===== src/rtl/screen_sequencer.sv =====
// Top-level screen FSM (title / play / game over) and overlay/game pixel compositor.
// Optional title blinking is enabled by defining SCREEN_BLINK_EN.
module screen_sequencer #(
  parameter logic [11:0] TEXT_RGB       = 12'hFFF,
  parameter logic [11:0] GAME_RGB       = 12'hFFF,
  parameter logic [11:0] DIM_RGB        = 12'h444,
  parameter logic [11:0] BG_RGB         = 12'h000,
  parameter int unsigned BLINK_FRAMES   = 30,
  parameter int unsigned BLINK_Y_MIN    = 183,
  parameter int unsigned HOLDOFF_FRAMES = 60
) (
  input  logic        clk_0,
  input  logic        rst,
  input  logic [9:0]  pixel_x,
  input  logic [9:0]  pixel_y,
  input  logic        video_on,
  input  logic        hsync,
  input  logic        vsync,
  input  logic        in_text,
  input  logic        in_game,
  input  logic        key_pressed,
  input  logic        game_over,
  output logic [11:0] vga_rgb,
  output logic        hsync_out,
  output logic        vsync_out,
  output logic        game_run,
  output logic [1:0]  state
);

  localparam int unsigned HoldW = $clog2(HOLDOFF_FRAMES + 2);

  if (BLINK_FRAMES == 0) begin : g_bad_blink_cfg
    $error("BLINK_FRAMES must be at least 1");
  end

  typedef enum logic [1:0] {
    StTitle    = 2'd0,
    StPlay     = 2'd1,
    StGameOver = 2'd2
  } state_e;

  state_e             state_q, state_d;
  logic               pend_q, pend_d;
  logic [HoldW-1:0]   holdoff_q, holdoff_d;
  logic               game_run_q, game_run_d;
  logic [11:0]        rgb_q, rgb_d;
  logic               hs2_q, vs2_q;
  logic               von1_q, hs1_q, vs1_q;
  logic [9:0]         y1_q;
  logic               blink_on;
  logic               frame_tick;

  assign frame_tick = (pixel_x == 10'd0) && (pixel_y == 10'd0);

  // State register plus the two-stage video delay line.
  always_ff @(posedge clk_0) begin
    if (rst) begin
      state_q    <= StTitle;
      pend_q     <= 1'b0;
      holdoff_q  <= '0;
      game_run_q <= 1'b0;
      rgb_q      <= 12'h000;
      hs2_q      <= 1'b1;
      vs2_q      <= 1'b1;
      von1_q     <= 1'b0;
      hs1_q      <= 1'b1;
      vs1_q      <= 1'b1;
      y1_q       <= '0;
    end else begin
      state_q    <= state_d;
      pend_q     <= pend_d;
      holdoff_q  <= holdoff_d;
      game_run_q <= game_run_d;
      rgb_q      <= rgb_d;
      hs2_q      <= hs1_q;
      vs2_q      <= vs1_q;
      von1_q     <= video_on;
      hs1_q      <= hsync;
      vs1_q      <= vsync;
      y1_q       <= pixel_y;
    end
  end

  // Events are latched into pend and only acted on at a frame boundary; an event
  // coinciding with a boundary that has nothing pending waits for the next one.
  always_comb begin
    state_d   = state_q;
    pend_d    = pend_q;
    holdoff_d = holdoff_q;
    case (state_q)
      StTitle: begin
        if (frame_tick && pend_q) begin
          state_d = StPlay;
          pend_d  = 1'b0;
        end else if (key_pressed) begin
          pend_d = 1'b1;
        end
      end
      StPlay: begin
        if (frame_tick && pend_q) begin
          state_d   = StGameOver;
          holdoff_d = HoldW'(HOLDOFF_FRAMES);
          pend_d    = 1'b0;
        end else if (game_over) begin
          pend_d = 1'b1;
        end
      end
      StGameOver: begin
        if (frame_tick && (holdoff_q != '0)) begin
          holdoff_d = holdoff_q - 1'b1;
        end
        if (frame_tick && pend_q) begin
          state_d = StTitle;
          pend_d  = 1'b0;
        end else if (key_pressed && (holdoff_q == '0)) begin
          pend_d = 1'b1;
        end
      end
      default: begin
        state_d = StTitle;
        pend_d  = 1'b0;
      end
    endcase
  end

`ifdef SCREEN_BLINK_EN
  localparam int unsigned BlinkW = $clog2(BLINK_FRAMES + 1);

  logic [BlinkW-1:0] blink_cnt_q, blink_cnt_d;
  logic              blink_on_q, blink_on_d;

  always_ff @(posedge clk_0) begin
    if (rst) begin
      blink_cnt_q <= '0;
      blink_on_q  <= 1'b1;
    end else begin
      blink_cnt_q <= blink_cnt_d;
      blink_on_q  <= blink_on_d;
    end
  end

  always_comb begin
    blink_cnt_d = blink_cnt_q;
    blink_on_d  = blink_on_q;
    if ((state_d == StTitle) && (state_q != StTitle)) begin
      blink_cnt_d = '0;
      blink_on_d  = 1'b1;
    end else if ((state_q == StTitle) && frame_tick) begin
      if (blink_cnt_q == BlinkW'(BLINK_FRAMES - 1)) begin
        blink_cnt_d = '0;
        blink_on_d  = ~blink_on_q;
      end else begin
        blink_cnt_d = blink_cnt_q + 1'b1;
      end
    end
  end

  assign blink_on = blink_on_q;
`else
  assign blink_on = 1'b1;
`endif

  // Overlay/game bits arrive one cycle late, so they pair with the stage-1 flags.
  always_comb begin
    game_run_d = (state_d == StPlay);
    rgb_d      = BG_RGB;
    if (!von1_q) begin
      rgb_d = 12'h000;
    end else begin
      case (state_q)
        StTitle: begin
          if (in_text && ((y1_q < 10'(BLINK_Y_MIN)) || blink_on)) rgb_d = TEXT_RGB;
        end
        StPlay: begin
          if (in_game) rgb_d = GAME_RGB;
        end
        StGameOver: begin
          if (in_text) rgb_d = TEXT_RGB;
          else if (in_game) rgb_d = DIM_RGB;
        end
        default: rgb_d = BG_RGB;
      endcase
    end
  end

  assign vga_rgb   = rgb_q;
  assign hsync_out = hs2_q;
  assign vsync_out = vs2_q;
  assign game_run  = game_run_q;
  assign state     = state_q;

endmodule


===== config.mk =====
export PLATFORM = sky130hd
export DESIGN_NAME = screen_sequencer
export DESIGN_NICKNAME = d
export VERILOG_FILES = /design/src/rtl/screen_sequencer.sv
export SDC_FILE = /design/constraint.sdc
export NUM_CORES = 1
export LEC_CHECK = 0
export CAP_MARGIN = 20
export CORE_MARGIN = 2
export CORE_UTILIZATION = 41
export DETAILED_ROUTE_END_ITERATION = 8
export PLACE_DENSITY = 0.85
export SYNTH_ARGS = -nofsm -noshare
export SYNTH_HDL_FRONTEND = slang
export SYNTH_SLANG_ARGS = --single-unit

===== constraint.sdc =====
create_clock -name clk_0 -period 2.72 [get_ports clk_0]
set_clock_uncertainty 0.15 [all_clocks]
set_input_delay 0.272 -clock clk_0 [delete_from_list [all_inputs] [get_ports clk_0]]
set_output_delay 0.272 -clock clk_0 [all_outputs]
set_load 0.005 [all_outputs]

==> results.json <==
{
  "status": "complete, no violations",
  "grt_pass1_wl_um": 3170,
  "busiest_layer": "met2",
  "synth_cells": 93,
  "die_width_um": 49.4,
  "core_area_um2": 1960,
  "antenna_cells": 0,
  "crit_type": "input pin to register",
  "yosys_warnings": 0,
  "core.rowCount": 16,
  "avgSynthCellArea_um2": 9.09,
  "p_per_area_nw_per_um2": 357,
  "grt_overflow_total": 0,
  "met1_usage": 0.163,
  "synth_cell_types": 28,
  "clock-root-buffer": "clkbuf_4",
  "nFillCells": 172,
  "placedCellCount": 153,
  "vias_per_cell": 5.18,
  "insertion_delay_ns": 0.29,
  "start_util": 0.431,
  "fin_crit_ns": 2.17,
  "tns_ns": 0,
  "initialDrtViolationCount": 9,
  "vias": 814,
  "ys_seq_elements": 17,
  "hold_class": "register to register",
  "cts_resized": 0,
  "ir_worst_vdd_uv": 322,
  "crit_path_max_fanout": 12,
  "cp.arrival_ns": 2.24,
  "final_layout_size_suffix_gt1_frac": 0.108,
  "max_freq_ghz": 0.460,
  "ys_seq_area_frac": 0.402,
  "ant_nets": 0,
  "area_growth_pct": 49.7,
  "rsz0062_at_grt": "no",
  "dpl_cell_area_um2": 1240,
  "fin_crit_sh": 0.799,
  "grtUsageMet2": 0.311,
  "final_nets": 162,
  "wl_per_cell_um": 11.6,
  "slew_violations": 0,
  "leakagePower_nw": 0.492,
  "required_ns": 2.79,
  "critPathCaptureType": "register",
  "relSlewSlack": 0.657,
  "dieArea_um2": 2440,
  "setup_viol": 0,
  "syn_nets": 124,
  "routabilityCongestion": 0.710,
  "post-route-cell-area_um2": 1270,
  "path_clk_slew_ns": 0.09,
  "dr.pass1.iters": 4,
  "totalWireLength_um": 1810,
  "fin_cells": 157,
  "io_buffers": 45,
  "cts_setup_buffers": 0,
  "grt_start_max_net_pins": 17,
  "drc_errors": 0,
  "syn-cell-area_um2": 846,
  "postLayoutCoreUtil": 0.645,
  "ctsLongestPathBuffers": 2,
  "grt_usage": 0.171,
  "die_h_um": 49.4,
  "hold_viol": 0,
  "use_met3": 0.0368,
  "postCtsHoldBufs": 0,
  "worstSetupStartpointType": "input pin",
  "cts_buffers": 3,
  "drv_cap": 0,
  "cts_tree": "done",
  "grt_pass1_vias": 781,
  "antenna_found_initial": 0,
  "io_pins": 46,
  "tightest_slew_ns": 0.514,
  "clock-sinks": 17,
  "cts_max_level": 1
}
==> cell usage after synthesis <==
library cell	n	share of area
a31oi_1	4	0.030
nor2b_1	2	0.015
nand3_1	1	0.0059
or4_4	2	0.027
nand2b_1	5	0.037
nand4_1	1	0.0074
o31ai_1	3	0.027
nor4_1	3	0.022
nor3_1	2	0.012
ha_1	2	0.030
o211a_1	1	0.012
nor2_4	1	0.013
o211ai_2	1	0.015
buf_4	10	0.089
and2_1	1	0.0074
dfxtp_1	17	0.40
buf_6	1	0.013
or2_2	6	0.044
or3_1	4	0.030
o21ba_1	1	0.012
xor2_1	1	0.010
a21oi_1	9	0.053
inv_1	4	0.018
nand2_1	4	0.018
o21ai_0	2	0.012
or4_1	3	0.027
and3_2	1	0.0089
clkbuf_1	1	0.0044
==> registers in the layout, indices dropped and copies added (netlist names) <==
| register | count |
|---|---|
| holdoff_q | 6 |
| hsync_out | 1 |
| state | 2 |
| vsync_out | 1 |
| von1_q | 1 |
| game_run | 1 |
| vga_rgb | 2 |
| vs1_q | 1 |
| hs1_q | 1 |
| pend_q | 1 |
==> placed cells by master, fill, tap and decap left out, types with 2 or more instances in the layout <==
master and n:
nor2b_1 2, nor4_1 3, or4_4 2, a31oi_1 4
clkbuf_4 3, o31ai_1 3, ha_1 2, or2_2 6
nand2b_1 5, or3_1 4, or4_1 3, o21ai_0 2
clkdlybuf4s50_1 45, inv_1 4, nor3_1 2, nand2_1 4
dfxtp_1 17, a21oi_1 9
==> kinds of logic (layout without fill, tap and decap cells) <==
logic type	after synthesis	after routing	synth area share
flops	17	17	0.402
simple gates	36	36	0.274
compound gates	21	21	0.160
fa+ha+maj	2	2	0.0296
xor+xnor	1	1	0.0104
buf+inv	16	53	0.124
==> power breakdown <==
group | switching [mW] | internal [mW]
combinational | 0.0154 | 0.0507
clock | 0.0722 | 0.0570
sequential | 0.00266 | 0.254
total | 0.0903 | 0.362
==> path summary, 6_finish.rpt <==
check,from,end,slack [ns],cells past startpoint
worst min register to register,vs1_q,vsync_out,0.27,1
worst max register to register,state[0],holdoff_q[3],0.64,5
worst min-delay path,vs1_q,vsync_out,0.27,1
worst max-delay path,pixel_x[1],holdoff_q[3],0.55,6
==> per-layer routing <==
| metal | wire length, um | share of wire | vias up |
|---|---|---|---|
| li1 | - | - | 399 |
| met1 | 703 | 0.39 | 358 |
| met2 | 919 | 0.51 | 51 |
| met3 | 145 | 0.080 | 6 |
| met4 | 44 | 0.024 | 0 |
| met5 | 0 | 0 | - |
==> stage by stage <==
step                      power, mW  setup slack (ns)  hold slack (ns)
after detailed placement      0.329             0.227            0.249
after CTS                     0.458             0.552            0.272
after floorplan               0.280             0.783            0.194
final                         0.452             0.546            0.267
after global placement        0.327             0.295            0.241
after global routing          0.476             0.418            0.290
==> critical path, stage by stage <==
cell and delay [ns]:
clkdlybuf4s50_1 0.39, or4_4 0.54, nor2_4 0.14, o211ai_2 0.21, or4_1 0.52, a31oi_1 0.16
==> layout make-up <==
type / count / area, um^2 / share of cell area
Clock buffer: 4 / 26.3 / 0.0208
Sequential cell: 17 / 340 / 0.269
Multi-Input combinational cell: 60 / 400 / 0.316
Inverter: 4 / 15.0 / 0.0119
Tap cell: 27 / 33.8 / 0.0267
Timing Repair Buffer: 45 / 450 / 0.356
Power figures use the tool's default switching activity.
==> RTL change: new RTL, config.mk and constraints unchanged <==
The output `vga_rgb` loses its register stage (`rgb_q` becomes a continuous assignment).
--- a/src/rtl/screen_sequencer.sv
+++ b/src/rtl/screen_sequencer.sv
@@ -59,7 +59,6 @@
       pend_q     <= 1'b0;
       holdoff_q  <= '0;
       game_run_q <= 1'b0;
-      rgb_q      <= 12'h000;
       hs2_q      <= 1'b1;
       vs2_q      <= 1'b1;
       von1_q     <= 1'b0;
@@ -71,7 +70,6 @@
       pend_q     <= pend_d;
       holdoff_q  <= holdoff_d;
       game_run_q <= game_run_d;
-      rgb_q      <= rgb_d;
       hs2_q      <= hs1_q;
       vs2_q      <= vs1_q;
       von1_q     <= video_on;
@@ -80,6 +78,8 @@
       y1_q       <= pixel_y;
     end
   end
+
+  assign rgb_q = rgb_d;
 
   // Events are latched into pend and only acted on at a frame boundary; an event
   // coinciding with a boundary that has nothing pending waits for the next one.
Function: changed (a bounded check fails within 4 cycles, from zero or initial values and one cycle with rst high).
==> RTL change against the unedited design <==
Setup slack got worse by 0.28 ns; sequential share of layout area down 3.9 points; routed wire length increased by 25%; count of clock-buffer cells in the layout down 1; final cell count increased by 5.1%; synthesized area grew 1.5%; clock power grew 3%; sequential cell count fell by 2; power down 4.3%; largest power group unchanged; register-to-register slack better by 0.20 ns; first-iteration DRC count rose by 56%; cell area grew 3.3%.
==> RTL change: results (changes against the unedited design) <==
worst_setup_path:
  arrival_ns: 2.03  # -0.21 ns
  rr_endpoint: "holdoff_q[1]"
  rrSetupSlack_ns: 0.84  # +0.20 ns
  cpPeakStageDelay_ns: 0.51  # -0.03 ns
  critPathMaxFanout: 9  # -3
  rr_startpoint: "holdoff_q[0]"
  r2r_cells: 6  # +1
  crit_family: "buffers and inverters"
  critPathSlowestCell: "clkdlybuf4s50_1"
drt:
  num_vias: 865  # +6.3%
  first_pass_iters: 7  # +3
  drt_iter0_drc: 14  # +5
  detail_route.wl_per_cell_um: 13.74  # +19%
grt:
  use_met2_pct: 37.33  # +6.3 points
  grt_pass1_vias: 856  # +9.6%
  globalRouteMet1Util_pct: 22.64  # +6.3 points
  grt_pass1_wl_um: 3898  # +23%
  met3_usage_pct: 6.061  # +2.4 points
  grt_start_max_net_pins: 11  # -6
  grt-busiest-layer: "met2"
  grt_util_all_layers_pct: 20.41  # +3.3 points
place:
  pre_cts_ws_ns: 0.5197  # +0.2929 ns
  dp.cells: 161  # +5.2%
  port_buffers: 45  # unchanged
  gp_congestion: 0.8257  # +16%
  placed_area_um2: 1277  # +3.0%
  post-dp-hpwl_um: 1830
sta:
  setup_viol: 0  # unchanged
  hold_ws_ns: 0.2737  # +0.006478 ns
  relSlewSlack_pct: 63.03  # -2.6 points
clock_network:
  cts.clk_slew.worst_paths_ns: 0.09  # about the same
  worstSkewPairLatency_ns: 0.29  # about the same
synthesis:
  synth.distinct_cells: 33  # +18%
  yosys_warnings: 0  # unchanged
  yosysSeqAreaShare_pct: 34.99  # -5.3 points
  syn_avg_cell_area_um2: 8.758  # -3.7%
  synthTopCellsByCount: "15 x dfxtp_1, 10 x buf_4, 10 x nand2_1, 5 x mux2i_1, 5 x nor4_1"
  synth_nets: 129  # +4.0%
  synth_area_leaders: "dfxtp_1 35%, buf_4 8.7%, mux2i_1 5.8%"
final_layout:
  regMostFlops: "holdoff_q"
  finalNetCount: 170  # +4.9%
  regArea_um2: 300.3  # -12%
  drive_gt1_share_pct: 11.59  # +0.82 points
  stdcell_count: 165  # +5.1%
  fillCellCount: 185  # +7.6%
  antennaDiodeCount: 0  # unchanged
hold_path:
  hold_class: "register to register"
  min_to: "hsync_out"
  min_path_cells: 1  # unchanged
  worstHoldStart: "hs1_q"
power:
  leakagePower_nw: 0.4268  # -13%
  ir_worst_vdd_mv: 0.4181  # +30%
run_status:
  status: "finished, final reports clean"
-- RTL change: cell type report --
type | count | share of cell area, %
clock buffer | 3 | 1.722
clock inverter | 1 | 0.5742
inverter | 5 | 1.435
multi-input combinational | 67 | 35.12
sequential | 15 | 22.97
tap | 27 | 2.584
timing repair buffer | 47 | 35.60
-- RTL change: power breakdown --
group / leakage, nW / switching (mW) / internal, mW
registers: 0.122 / 0.00168 / 0.224
clock network: 0.0139 / 0.0773 / 0.0561
logic: 0.290 / 0.0192 / 0.0545
-- RTL change: how the worst max path moves through the flow --
stage | startpoint | to | slack, ns | depth (start not counted)
floorplan | state[0] | vga_rgb[11] | 0.71 | 4
global placement | pixel_y[0] | holdoff_q[2] | 0.58 | 5
detailed placement | pixel_y[7] | holdoff_q[1] | 0.52 | 5
CTS | state[0] | vga_rgb[7] | 0.25 | 5
global route | state[0] | vga_rgb[7] | 0.11 | 5
finish | state[0] | vga_rgb[7] | 0.27 | 5
-- RTL change: worst register-to-register path: cells and delay by family, from the launching register on --
kind                       cells  cell delay [ns]
muxes                          1             0.16
DFF                            1             0.34
buffers and inverters          1             0.10
AOI/OAI and AO/OA              2             0.72
adders and majority gates      1             0.19
and+or+nand+nor                1             0.10
-- RTL change: kinds of logic (layout without fill, tap and decap cells) --
logic type | after synthesis | in the layout | share of synthesized area [%]
mux | 5 | 5 | 5.831
fa+ha+maj | 2 | 2 | 2.915
flops | 15 | 15 | 34.99
compound gates | 17 | 17 | 16.33
simple gates | 43 | 43 | 28.43
buf+inv | 16 | 56 | 11.51
-- RTL change: layer usage --
| layer | vias up | part of all wire (%) |
|---|---|---|
| met1 | 394 | 38 |
| met5 | - | 0 |
| met2 | 36 | 55 |
| met4 | 0 | 1.4 |
| met3 | 5 | 5.6 |
| li1 | 430 | - |
